<file path="src/rtl/seq_gen_if.sv">
// seq_gen_if: control/data bundle between a pattern-source user and seq_gen.
// master drives requests and the pattern; slave (seq_gen) drives the serial stream.
interface seq_gen_if #(
  parameter int WIDTH = 4,
  parameter int CNT_W = 8
);
  logic             start;
  logic             load_pat;
  logic [WIDTH-1:0] pat_in;
  logic [CNT_W-1:0] repeat_cnt;
  logic             seq_out;
  logic             valid_o;
  logic             busy_o;
  logic             done_o;

  modport master (
    output start, load_pat, pat_in, repeat_cnt,
    input  seq_out, valid_o, busy_o, done_o
  );

  modport slave (
    input  start, load_pat, pat_in, repeat_cnt,
    output seq_out, valid_o, busy_o, done_o
  );
endinterface

</file>
<file path="src/rtl/seq_gen.sv">
// seq_gen: serial pattern transmitter, MSB-first, N frames with optional zero gap.
// Feeds the 1011 sequence detector. Optional per-frame even parity bit is
// enabled by defining SEQ_GEN_PARITY_EN.
// All outputs are registered: next-state values are computed combinationally
// and the outputs are loaded from them, so the first bit shows up the cycle
// right after start is sampled.
module seq_gen #(
  parameter int               WIDTH    = 4,
  parameter logic [WIDTH-1:0] PATTERN  = 4'b1011,
  parameter int               CNT_W    = 8,
  parameter int               GAP_BITS = 0
) (
  input  logic       clk,
  input  logic       rst,
  seq_gen_if.slave   bus
);

  localparam int IDX_W = (WIDTH > 1) ? $clog2(WIDTH) : 1;
  localparam int GAP_W = (GAP_BITS > 1) ? $clog2(GAP_BITS) : 1;
  localparam logic [IDX_W-1:0] IDX_LAST = IDX_W'(WIDTH - 1);
  localparam logic [GAP_W-1:0] GAP_LAST = (GAP_BITS > 0) ? GAP_W'(GAP_BITS - 1) : '0;

`ifdef SEQ_GEN_PARITY_EN
  typedef enum logic [2:0] {
    IDLE  = 3'd0,
    SHIFT = 3'd1,
    GAP   = 3'd2,
    PAR   = 3'd3,
    DONE  = 3'd4
  } state_t;
`else
  typedef enum logic [2:0] {
    IDLE  = 3'd0,
    SHIFT = 3'd1,
    GAP   = 3'd2,
    DONE  = 3'd4
  } state_t;
`endif

  state_t           state_q, state_n;
  logic [IDX_W-1:0] idx_q, idx_n;
  logic [CNT_W-1:0] frames_q, frames_n;
  logic [GAP_W-1:0] gap_q, gap_n;
  logic [WIDTH-1:0] pat_q, pat_n;
  logic             seq_q, seq_n;
  logic             valid_q, valid_n;
  logic             busy_q, busy_n;
  logic             done_q, done_n;
  logic             frame_end;
  logic             more;

  // State, counters, pattern and registered outputs; async reset clears all.
  always_ff @(posedge clk or posedge rst) begin
    if (rst) begin
      state_q  <= IDLE;
      idx_q    <= '0;
      frames_q <= '0;
      gap_q    <= '0;
      pat_q    <= PATTERN;
      seq_q    <= 1'b0;
      valid_q  <= 1'b0;
      busy_q   <= 1'b0;
      done_q   <= 1'b0;
    end else begin
      state_q  <= state_n;
      idx_q    <= idx_n;
      frames_q <= frames_n;
      gap_q    <= gap_n;
      pat_q    <= pat_n;
      seq_q    <= seq_n;
      valid_q  <= valid_n;
      busy_q   <= busy_n;
      done_q   <= done_n;
    end
  end

  // Next-state logic plus the output values that the next state will present.
  always_comb begin
    state_n   = state_q;
    idx_n     = idx_q;
    frames_n  = frames_q;
    gap_n     = gap_q;
    pat_n     = pat_q;
    frame_end = 1'b0;
    more      = 1'b0;

    case (state_q)
      IDLE: begin
        // Requests are only honoured here; a simultaneous load feeds this run.
        if (bus.load_pat) pat_n = bus.pat_in;
        if (bus.start) begin
          state_n  = SHIFT;
          idx_n    = IDX_LAST;
          frames_n = (bus.repeat_cnt == '0) ? CNT_W'(1) : bus.repeat_cnt;
        end
      end
      SHIFT: begin
        if (idx_q != '0) begin
          idx_n = idx_q - IDX_W'(1);
        end else begin
          // frames_q >= 1 here, so the decrement cannot wrap.
          frames_n = frames_q - CNT_W'(1);
`ifdef SEQ_GEN_PARITY_EN
          state_n = PAR;
`else
          frame_end = 1'b1;
          more      = (frames_q > CNT_W'(1));
`endif
        end
      end
`ifdef SEQ_GEN_PARITY_EN
      PAR: begin
        // Frame count was already decremented on the last data bit.
        frame_end = 1'b1;
        more      = (frames_q != '0);
      end
`endif
      GAP: begin
        if (gap_q == '0) begin
          state_n = SHIFT;
          idx_n   = IDX_LAST;
        end else begin
          gap_n = gap_q - GAP_W'(1);
        end
      end
      DONE:    state_n = IDLE;
      default: state_n = IDLE;
    endcase

    // Common end-of-frame routing: gap, back-to-back next frame, or finish.
    if (frame_end) begin
      if (more) begin
        if (GAP_BITS > 0) begin
          state_n = GAP;
          gap_n   = GAP_LAST;
        end else begin
          state_n = SHIFT;
          idx_n   = IDX_LAST;
        end
      end else begin
        state_n = DONE;
      end
    end
  end

  // Output values for the upcoming state, loaded into the output registers.
  always_comb begin
    seq_n   = 1'b0;
    valid_n = 1'b0;
    busy_n  = 1'b0;
    done_n  = 1'b0;
    case (state_n)
      SHIFT: begin
        seq_n   = pat_n[idx_n];
        valid_n = 1'b1;
        busy_n  = 1'b1;
      end
`ifdef SEQ_GEN_PARITY_EN
      PAR: begin
        seq_n   = ^pat_n;
        valid_n = 1'b1;
        busy_n  = 1'b1;
      end
`endif
      GAP:     busy_n = 1'b1;
      DONE:    done_n = 1'b1;
      default: ;
    endcase
  end

  assign bus.seq_out = seq_q;
  assign bus.valid_o = valid_q;
  assign bus.busy_o  = busy_q;
  assign bus.done_o  = done_q;

endmodule

</file>
<file path="src/flat_wrapper.sv">
// flat-port wrapper written by rule: the top's interface ports become plain ports
module seq_gen_flat 
#(
  parameter int               WIDTH    = 4,
  parameter logic [WIDTH-1:0] PATTERN  = 4'b1011,
  parameter int               CNT_W    = 8,
  parameter int               GAP_BITS = 0
)
  (clk, rst, bus_start, bus_load_pat, bus_pat_in, bus_repeat_cnt, bus_seq_out, bus_valid_o, bus_busy_o, bus_done_o);
  seq_gen_if #(.WIDTH(WIDTH), .CNT_W(CNT_W)) bus_i ();
  input  logic clk;
  input  logic rst;
  input wire logic [$bits(bus_i.start)-1:0] bus_start;
  input wire logic [$bits(bus_i.load_pat)-1:0] bus_load_pat;
  input wire logic [$bits(bus_i.pat_in)-1:0] bus_pat_in;
  input wire logic [$bits(bus_i.repeat_cnt)-1:0] bus_repeat_cnt;
  output wire logic [$bits(bus_i.seq_out)-1:0] bus_seq_out;
  output wire logic [$bits(bus_i.valid_o)-1:0] bus_valid_o;
  output wire logic [$bits(bus_i.busy_o)-1:0] bus_busy_o;
  output wire logic [$bits(bus_i.done_o)-1:0] bus_done_o;
  assign bus_i.start = bus_start;
  assign bus_i.load_pat = bus_load_pat;
  assign bus_i.pat_in = bus_pat_in;
  assign bus_i.repeat_cnt = bus_repeat_cnt;
  assign bus_seq_out = bus_i.seq_out;
  assign bus_valid_o = bus_i.valid_o;
  assign bus_busy_o = bus_i.busy_o;
  assign bus_done_o = bus_i.done_o;
  seq_gen #(.WIDTH(WIDTH), .PATTERN(PATTERN), .CNT_W(CNT_W), .GAP_BITS(GAP_BITS)) u_core (.clk(clk), .rst(rst), .bus(bus_i));
endmodule
</file>
<file path="config.mk">
export PLATFORM = sky130hd
export DESIGN_NAME = seq_gen_flat
export DESIGN_NICKNAME = d
export VERILOG_FILES = /design/src/rtl/seq_gen_if.sv /design/src/rtl/seq_gen.sv /design/src/flat_wrapper.sv
export SDC_FILE = /design/constraint.sdc
export NUM_CORES = 1
export LEC_CHECK = 0
export ABC_CLOCK_PERIOD_IN_PS = 2620
export BUFFER_PORTS_ARGS = -buffer_cell sky130_fd_sc_hd__buf_4
export CORE_UTILIZATION = 54
export DETAILED_ROUTE_END_ITERATION = 8
export PLACE_DENSITY = 0.74
export SYNTH_ARGS = -nofsm -noshare
export SYNTH_HDL_FRONTEND = slang
export SYNTH_SLANG_ARGS = --single-unit
</file>
<file path="constraint.sdc">
create_clock -name clk -period 2.62 [get_ports clk]
set_input_delay 0.131 -clock clk [delete_from_list [all_inputs] [get_ports clk]]
set_output_delay 0.131 -clock clk [all_outputs]
set_load 0.02 [all_outputs]
</file>
==> impl_results.md, run 1 <==
- Outcome: complete, no violations
- Inserted Clock Buffers: 3
- Post-route cell area: 1350 um2
- # diodes: 0
- Design Power: 0.00106 W
- CTS tree: yes
- Die Ht: 48.2 um
- Routed vias: 900
- Unrepaired setup endpoints after global routing: false
- Top post-synthesis cells by area: dfrtp_1 39%, dfstp_2 6.8%, a21oi_1 3.9%
- Pin count of the biggest net entering global routing: 22
- Root buffer cell: clkbuf_4
- Rel. slew slack: 48.8%
- Synth async-reset ratio: 100%
- CP Max Fanout: 6
- Buf/Inv on CP: 1
- Synth cell types: 42
- Clk buf depth: 2
- Post-Syn Nets: 136
- Max-Cap Viols: 0
- Fin. Hold Viols: 0
- DP Wirelength: 1.64 mm
- # nets final: 157
- Crit path time final: 2.14 ns
- Die area: 2320 um2
- Synth area leader: dfrtp_1
- P&R area growth vs syn: 17.0%
- Sequential fraction of the synthesis area: 46.0%
- Total GRT Usage: 22.1%
- First-pass GRT wire length: 3.51 mm
- WL/cell: 13.2 um
- Number of synthesized flops with an enable pin: 0
- Critical path type: register to register
- # IOs: 20
- Post-CTS Resized: 0
- Final Max Slew Viols: 0
- Worst hold path cell count: 3
- Placed Area: 1310 um2
- Delay-heaviest family, CP: simple AND/OR/NAND/NOR gates
- CTS Hold Buffers Added: 1
- Clock Latency Late Sink: 0.31 ns
- Final GP Congestion: 0.832
- Row cnt: 16
- Most frequent cells in the layout: 21 x buf_4, 18 x dfrtp_1, 11 x nor2_1
- Worst clock skew: 0.00782 ns
- DR pass1 iterations: 3
- Final Cycle Share: 81.8%
- Post-synth top area share: 39.1%
- Primary FF master, synth: dfrtp_1
- Final setup fails: 0
- Peak supply drop: 584 uV
- H-Tree Level Count: 1
- Leak: 0.571 nW
- Drc violations: 0
- Max incr delay on CP: 0.64 ns
- Min-delay worst type: primary input to register
- F_max: 467 MHz
- Drt first-iter violations: 16
- Initial antenna violation count: 0
- Worst path slowest cell: or4b_1
- Startpoint Class: register
- Syn Inst Count: 118
- Buffers inserted by post-CTS timing repair: 0
- Clock sinks: 21
- Mean Syn Cell Area: 9.76 um2
- Initial Util: 58.1%
- Worst-path clk slew: 0.13 ns
- Type of destination of the critical path: register
- Core ar.: 1980 um2
- Routed Antenna Nets: 0
- Vias per cell: 5.45
- Least-Margin Pin Slew: 0.768 ns
- Reg2reg path depth: 7
- PortBufs: 19
- Crit path depth: 7
- Commonest non-fill, non-tap cell in the layout: buf_4
- Setup_tns: 0 ns
- FF+latch count, synth: 21
- CP Data Arrival Time: 2.33 ns
- Critical Path RT: 2.81 ns
- Remaining Overflow, GRT: 0
- Synth warnings: 0
- Die width: 48.2 um
- Vias in the first global route: 799
- CP Cell Sequence: inv_1, ha_1, nor2_1, or4b_1, o221ai_2, a311o_2, o32ai_2
- WL final: 2.17 mm
- Share of layout cells above drive strength 1: 30.4%
- Synthesized area: 1150 um2
- Cell area power density: 791 nW/um2
final timing paths:
check | slack [ns] | to | startpoint
max in group asynchronous | 1.63 | u_core.idx_q[0] | rst
hold / removal | 0.07 | u_core.pat_q[2] | bus_pat_in[2]
hold reg to reg | 0.52 | u_core.pat_q[2] | u_core.pat_q[2]
setup reg to reg | 0.48 | u_core.bus.seq_out | u_core.frames_q[1]
setup / recovery | 0.48 | u_core.bus.seq_out | u_core.frames_q[1]
min in group asynchronous | 0.50 | u_core.frames_q[6] | rst
kinds of logic (layout without fill, tap and decap cells):
group	Yosys count	in the layout	share of synthesized area, %
buf+inv	15	35	6.09
flops	21	21	46.0
other cells	1	1	0.326
fa+ha+maj	2	2	2.17
compound gates	34	34	21.1
simple gates	40	40	19.7
mux	5	5	4.67
synth_stat cells, types with 2 or more instances:
cell        n
a21oi_1     9
a22oi_1     3
a31oi_1     2
and2_1      2
buf_2       2
clkbuf_1    2
dfrtp_1    18
dfstp_2     3
ha_1        2
inv_1       8
mux2_2      3
mux2i_1     2
nand2_1     7
nor2_1     11
nor3_1      6
nor3b_1     2
o21ai_0     8
o2bb2ai_1   3
or3_1       2
sequential cells by signal, indices dropped and copies added (netlist names):
register	cells
u_core.pat_q	4
u_core.bus.busy_o	1
u_core.frames_q	8
u_core.bus.valid_o	1
u_core.bus.done_o	1
u_core.bus.seq_out	1
u_core.idx_q	2
u_core.state_q	3
layer usage:
layer / share of wire [%] / up-vias / GRT usage, %
li1: - / 459 / -
met1: 52 / 427 / 34.5
met2: 45 / 12 / 30.7
met3: 2.0 / 2 / 3.33
met4: 0.55 / 0 / 8.33
met5: 0 / - / 0
where the power goes:
part	switching (W)	total [W]	internal, W	leakage, nW
sequential	0.0000931	0.000530	0.000437	0.246
clock	0.000103	0.000162	0.0000581	0.0139
combinational	0.000195	0.000373	0.000177	0.311
worst register-to-register path, delay by kind of cell (launching register included):
family                   cells  cell delay [ns]
AO/OA/AOI/OAI                3             0.57
flip-flops                   1             0.41
adder cells (fa/ha/maj)      1             0.24
buffers and inverters        1             0.11
AND/OR/NAND/NOR              2             0.70
area by class of cell:
class	count	area (um2)
clock buffer	3	22.5
clock inverter	1	7.51
fill	172	636
inverter	9	33.8
multi-input combinational	82	552
sequential	21	529
tap	27	33.8
timing repair buffer	22	168
stage by stage:
| stage | instances | util (%) | setup WS [ns] | hold slack (ns) |
|---|---|---|---|---|
| 2_1_floorplan | 118 | - | 0.677 | 0.105 |
| 3_3_place_gp | 160 | 65.9 | 0.606 | 0.315 |
| 3_5_place_dp | 160 | 65.9 | 0.490 | 0.321 |
| 4_1_cts | 165 | 67.9 | 0.478 | 0.0556 |
| 5_1_grt | 165 | 67.9 | 0.364 | 0.0536 |
| 6_report | 165 | 67.9 | 0.477 | 0.0709 |
No activity file was read; power rests on OpenSTA's default activity.
==> inputs of run 2 (changes only) <==
Settings changed: ABC_AREA set to 1, ABC_CLOCK_PERIOD_IN_PS 2620 to 2220.
Clock period 2.62 ns to 2.22 ns, I/O delays scaled along.
==> run 2 against run 1 <==
Effect of this change:
- die area rose by 3.6%
- final cell count rose by 18%
- synthesized cell count rose by 23%
- register-to-register slack improved by 0.14 ns
- sequential share of layout area fell by 1.1 points
- clock power rose by 20%
- area after synthesis rose by 3.8%
- clock skew rose by 0.0017 ns
- hold slack improved by 0.0050 ns
==> impl_results.md, run 2 <==
- Outcome: complete, no violations
- Clock Power Share: 13.7%
- Mean Syn Cell Area: 8.24 um2
- Cell area power density: 1020 nW/um2
- Least-Margin Pin Slew: 0.777 ns
- Critical Path RT: 2.47 ns
- Synth cell types: 30
- FF+latch count, synth: 21
- Max reg flops: 8
- Top post-synthesis cells by area: dfrtp_1 38%, dfstp_2 6.6%, inv_1 6.6%
- # nets final: 186
- WL/cell: 12.6 um
- Die width: 49.0 um
- Most frequent cells after synthesis: 21 x inv_1, 20 x nand2_1, 18 x dfrtp_1
- Startpoint Class: register
- Register-to-register setup slack: 0.61 ns
- Max-Cap Viols: 0
- Vias in the first global route: 954
- Hold_sp: bus_repeat_cnt[1]
- Number of synthesized flops with an enable pin: 0
- DP Wirelength: 1.90 mm
- Primary FF master, synth: dfrtp_1
- Root buffer cell: clkbuf_4
- Share of power burned in registers: 42.0%
- # IOs: 20
- Inserted Clock Buffers: 3
- Sequential fraction of the synthesis area: 44.3%
- Placed Area: 1350 um2
- Worst hold path cell count: 3
- Post-route cell area: 1390 um2
- Largest Register: u_core.frames_q
- Core ar.: 2020 um2
- Biggest regs: u_core.frames_q x8, u_core.pat_q x4, u_core.state_q x3
- Initial antenna violation count: 0
- Power Internal: 0.000827 W
- Synth async-reset ratio: 100%
- CTS tree: yes
- Min-delay worst type: primary input to register
- Syn Inst Count: 145
- Routed Antenna Nets: 0
- Clock Latency Late Sink: 0.32 ns
- Clk buf depth: 2
- Final Cycle Share: 72.3%
- Fin. Hold Viols: 0
- F_max: 623 MHz
- Initial Util: 59.1%
- Synth area leader: dfrtp_1
- Drt first-iter violations: 22
- Remaining Overflow, GRT: 0
- CP Data Arrival Time: 1.86 ns
- First-pass GRT wire length: 4.15 mm
- Crit path time final: 1.61 ns
- Leak: 0.695 nW
- Die Ht: 49.0 um
- FF-to-FF Start: u_core.frames_q[0]
- PortBufs: 19
- DR pass1 iterations: 4
- Setup_tns: 0 ns
- Max incr delay on CP: 0.40 ns
- Synth warnings: 0
- # diodes: 0
- Final setup fails: 0
- Post-Syn Nets: 163
- Pin count of the biggest net entering global routing: 22
- Hold EP: u_core.frames_q[1]
- Peak supply drop: 603 uV
- Commonest non-fill, non-tap cell in the layout: inv_1
- Worst clock skew: 0.00951 ns
- Total GRT Usage: 23.0%
- Worst path slowest cell: dfrtp_1
- Reg2reg path depth: 9
- Rel. slew slack: 48.1%
- Final GP Congestion: 0.816
- Clock sinks: 21
- WL final: 2.44 mm
- Routed vias: 1009
- Worst-path clk slew: 0.13 ns
- CP Max Fanout: 4
- Die area: 2400 um2
- CP Cell Sequence: inv_1, ha_1, nor2_1, nor2_1, nand2_1, nand2_2, nand3_1, nand3b_1, a21oi_2
- Fill cells: 176
- Synthesized area: 1190 um2
- Vias per cell: 5.20
- Share of layout cells above drive strength 1: 28.7%
- Unrepaired setup endpoints after global routing: false
- Final Max Slew Viols: 0
- Row cnt: 16
- Post-synth top area share: 37.7%
- Critical path type: register to register
- Type of destination of the critical path: register
- Reg-to-Reg End: u_core.bus.seq_out
- CP most frequent cell: nor2_1
- Comb pwr share: 44.3%
- Most frequent cells in the layout: 21 x inv_1, 20 x nand2_1, 19 x buf_4
- Drc violations: 0
- P_sw: 0.000593 W
- H-Tree Level Count: 1
- P&R area growth vs syn: 16.0%
- Most frequent cell after synthesis: inv_1
- Sw Ratio: 41.8%
## run 2: worst max-delay path, delay by kind of cell, from the launching register on
family                     cells  cell delay (ns)
and+or+nand+nor                6             0.71
DFF                            1             0.40
adders and majority gates      1             0.20
buffers and inverters          1             0.13
AOI/OAI and AO/OA              1             0.11
## run 2: cells by family (layout without fill, tap and decap cells)
group | count (synthesis) | count (layout) | synth area share (%)
AOI/OAI and AO/OA | 26 | 26 | 12.6
xor gates and xnor gates | 1 | 1 | 0.733
adders and majority gates | 2 | 2 | 2.09
buffers and inverters | 31 | 53 | 11.0
DFF | 21 | 21 | 44.3
other | 1 | 1 | 0.314
and+or+nand+nor | 63 | 63 | 29.0
## run 2: per-layer routing
layer | GRT usage [%] | vias up | part of all wire, %
li1 | - | 510 | -
met3 | 4.67 | 4 | 3.0
met4 | 9.31 | 0 | 1.4
met5 | 0 | - | 0
met1 | 29.6 | 478 | 47
met2 | 37.7 | 17 | 49
## run 2: area by class of cell
type | instances | area (um2) | share of cell area (%)
multi-input combinational | 93 | 534 | 38.5
sequential | 21 | 529 | 38.2
timing repair buffer | 20 | 153 | 11.0
inverter | 29 | 109 | 7.85
tap | 27 | 33.8 | 2.44
clock buffer | 3 | 22.5 | 1.62
clock inverter | 1 | 5.00 | 0.361
## run 2: power groups by stage
| stage | sequential, W | combinational (W) | clock [W] |
|---|---|---|---|
| after floorplan | 0.000612 | 0.000468 | 0 |
| after global placement | 0.000597 | 0.000602 | 0 |
| after detailed placement | 0.000604 | 0.000625 | 0 |
| after CTS | 0.000595 | 0.000629 | 0.000199 |
| after global routing | 0.000607 | 0.000714 | 0.000217 |
| final | 0.000595 | 0.000629 | 0.000195 |
## run 2: stage by stage
| step | total power [W] | worst slack (ns) | instances | hold slack (ns) | utilization, % |
|---|---|---|---|---|---|
| 2_1_floorplan | 0.00108 | 0.812 | 145 | 0.0853 | - |
| 3_3_place_gp | 0.00120 | 0.752 | 189 | 0.296 | 66.7 |
| 3_5_place_dp | 0.00123 | 0.654 | 189 | 0.313 | 66.7 |
| 4_1_cts | 0.00142 | 0.621 | 194 | 0.0688 | 68.6 |
| 5_1_grt | 0.00154 | 0.400 | 194 | 0.0932 | 68.6 |
| 6_report | 0.00142 | 0.614 | 194 | 0.0759 | 68.6 |
## run 2: how the worst max path moves through the flow
stage,from,endpoint,cells after the start
after floorplan,u_core.frames_q[0],u_core.bus.seq_out,9
after global placement,u_core.frames_q[0],u_core.bus.seq_out,9
after detailed placement,u_core.frames_q[0],u_core.bus.seq_out,9
after CTS,u_core.frames_q[0],u_core.bus.seq_out,9
after global routing,u_core.frames_q[0],u_core.bus.seq_out,9
final,u_core.frames_q[0],u_core.bus.seq_out,9
## run 2: repair_timing
action	CTS	global route
endpoints found under the hold margin	18	0
gates resized for setup	0	0
setup buffers	0	0
hold buffers	1	0
setup endpoints to repair	0	0
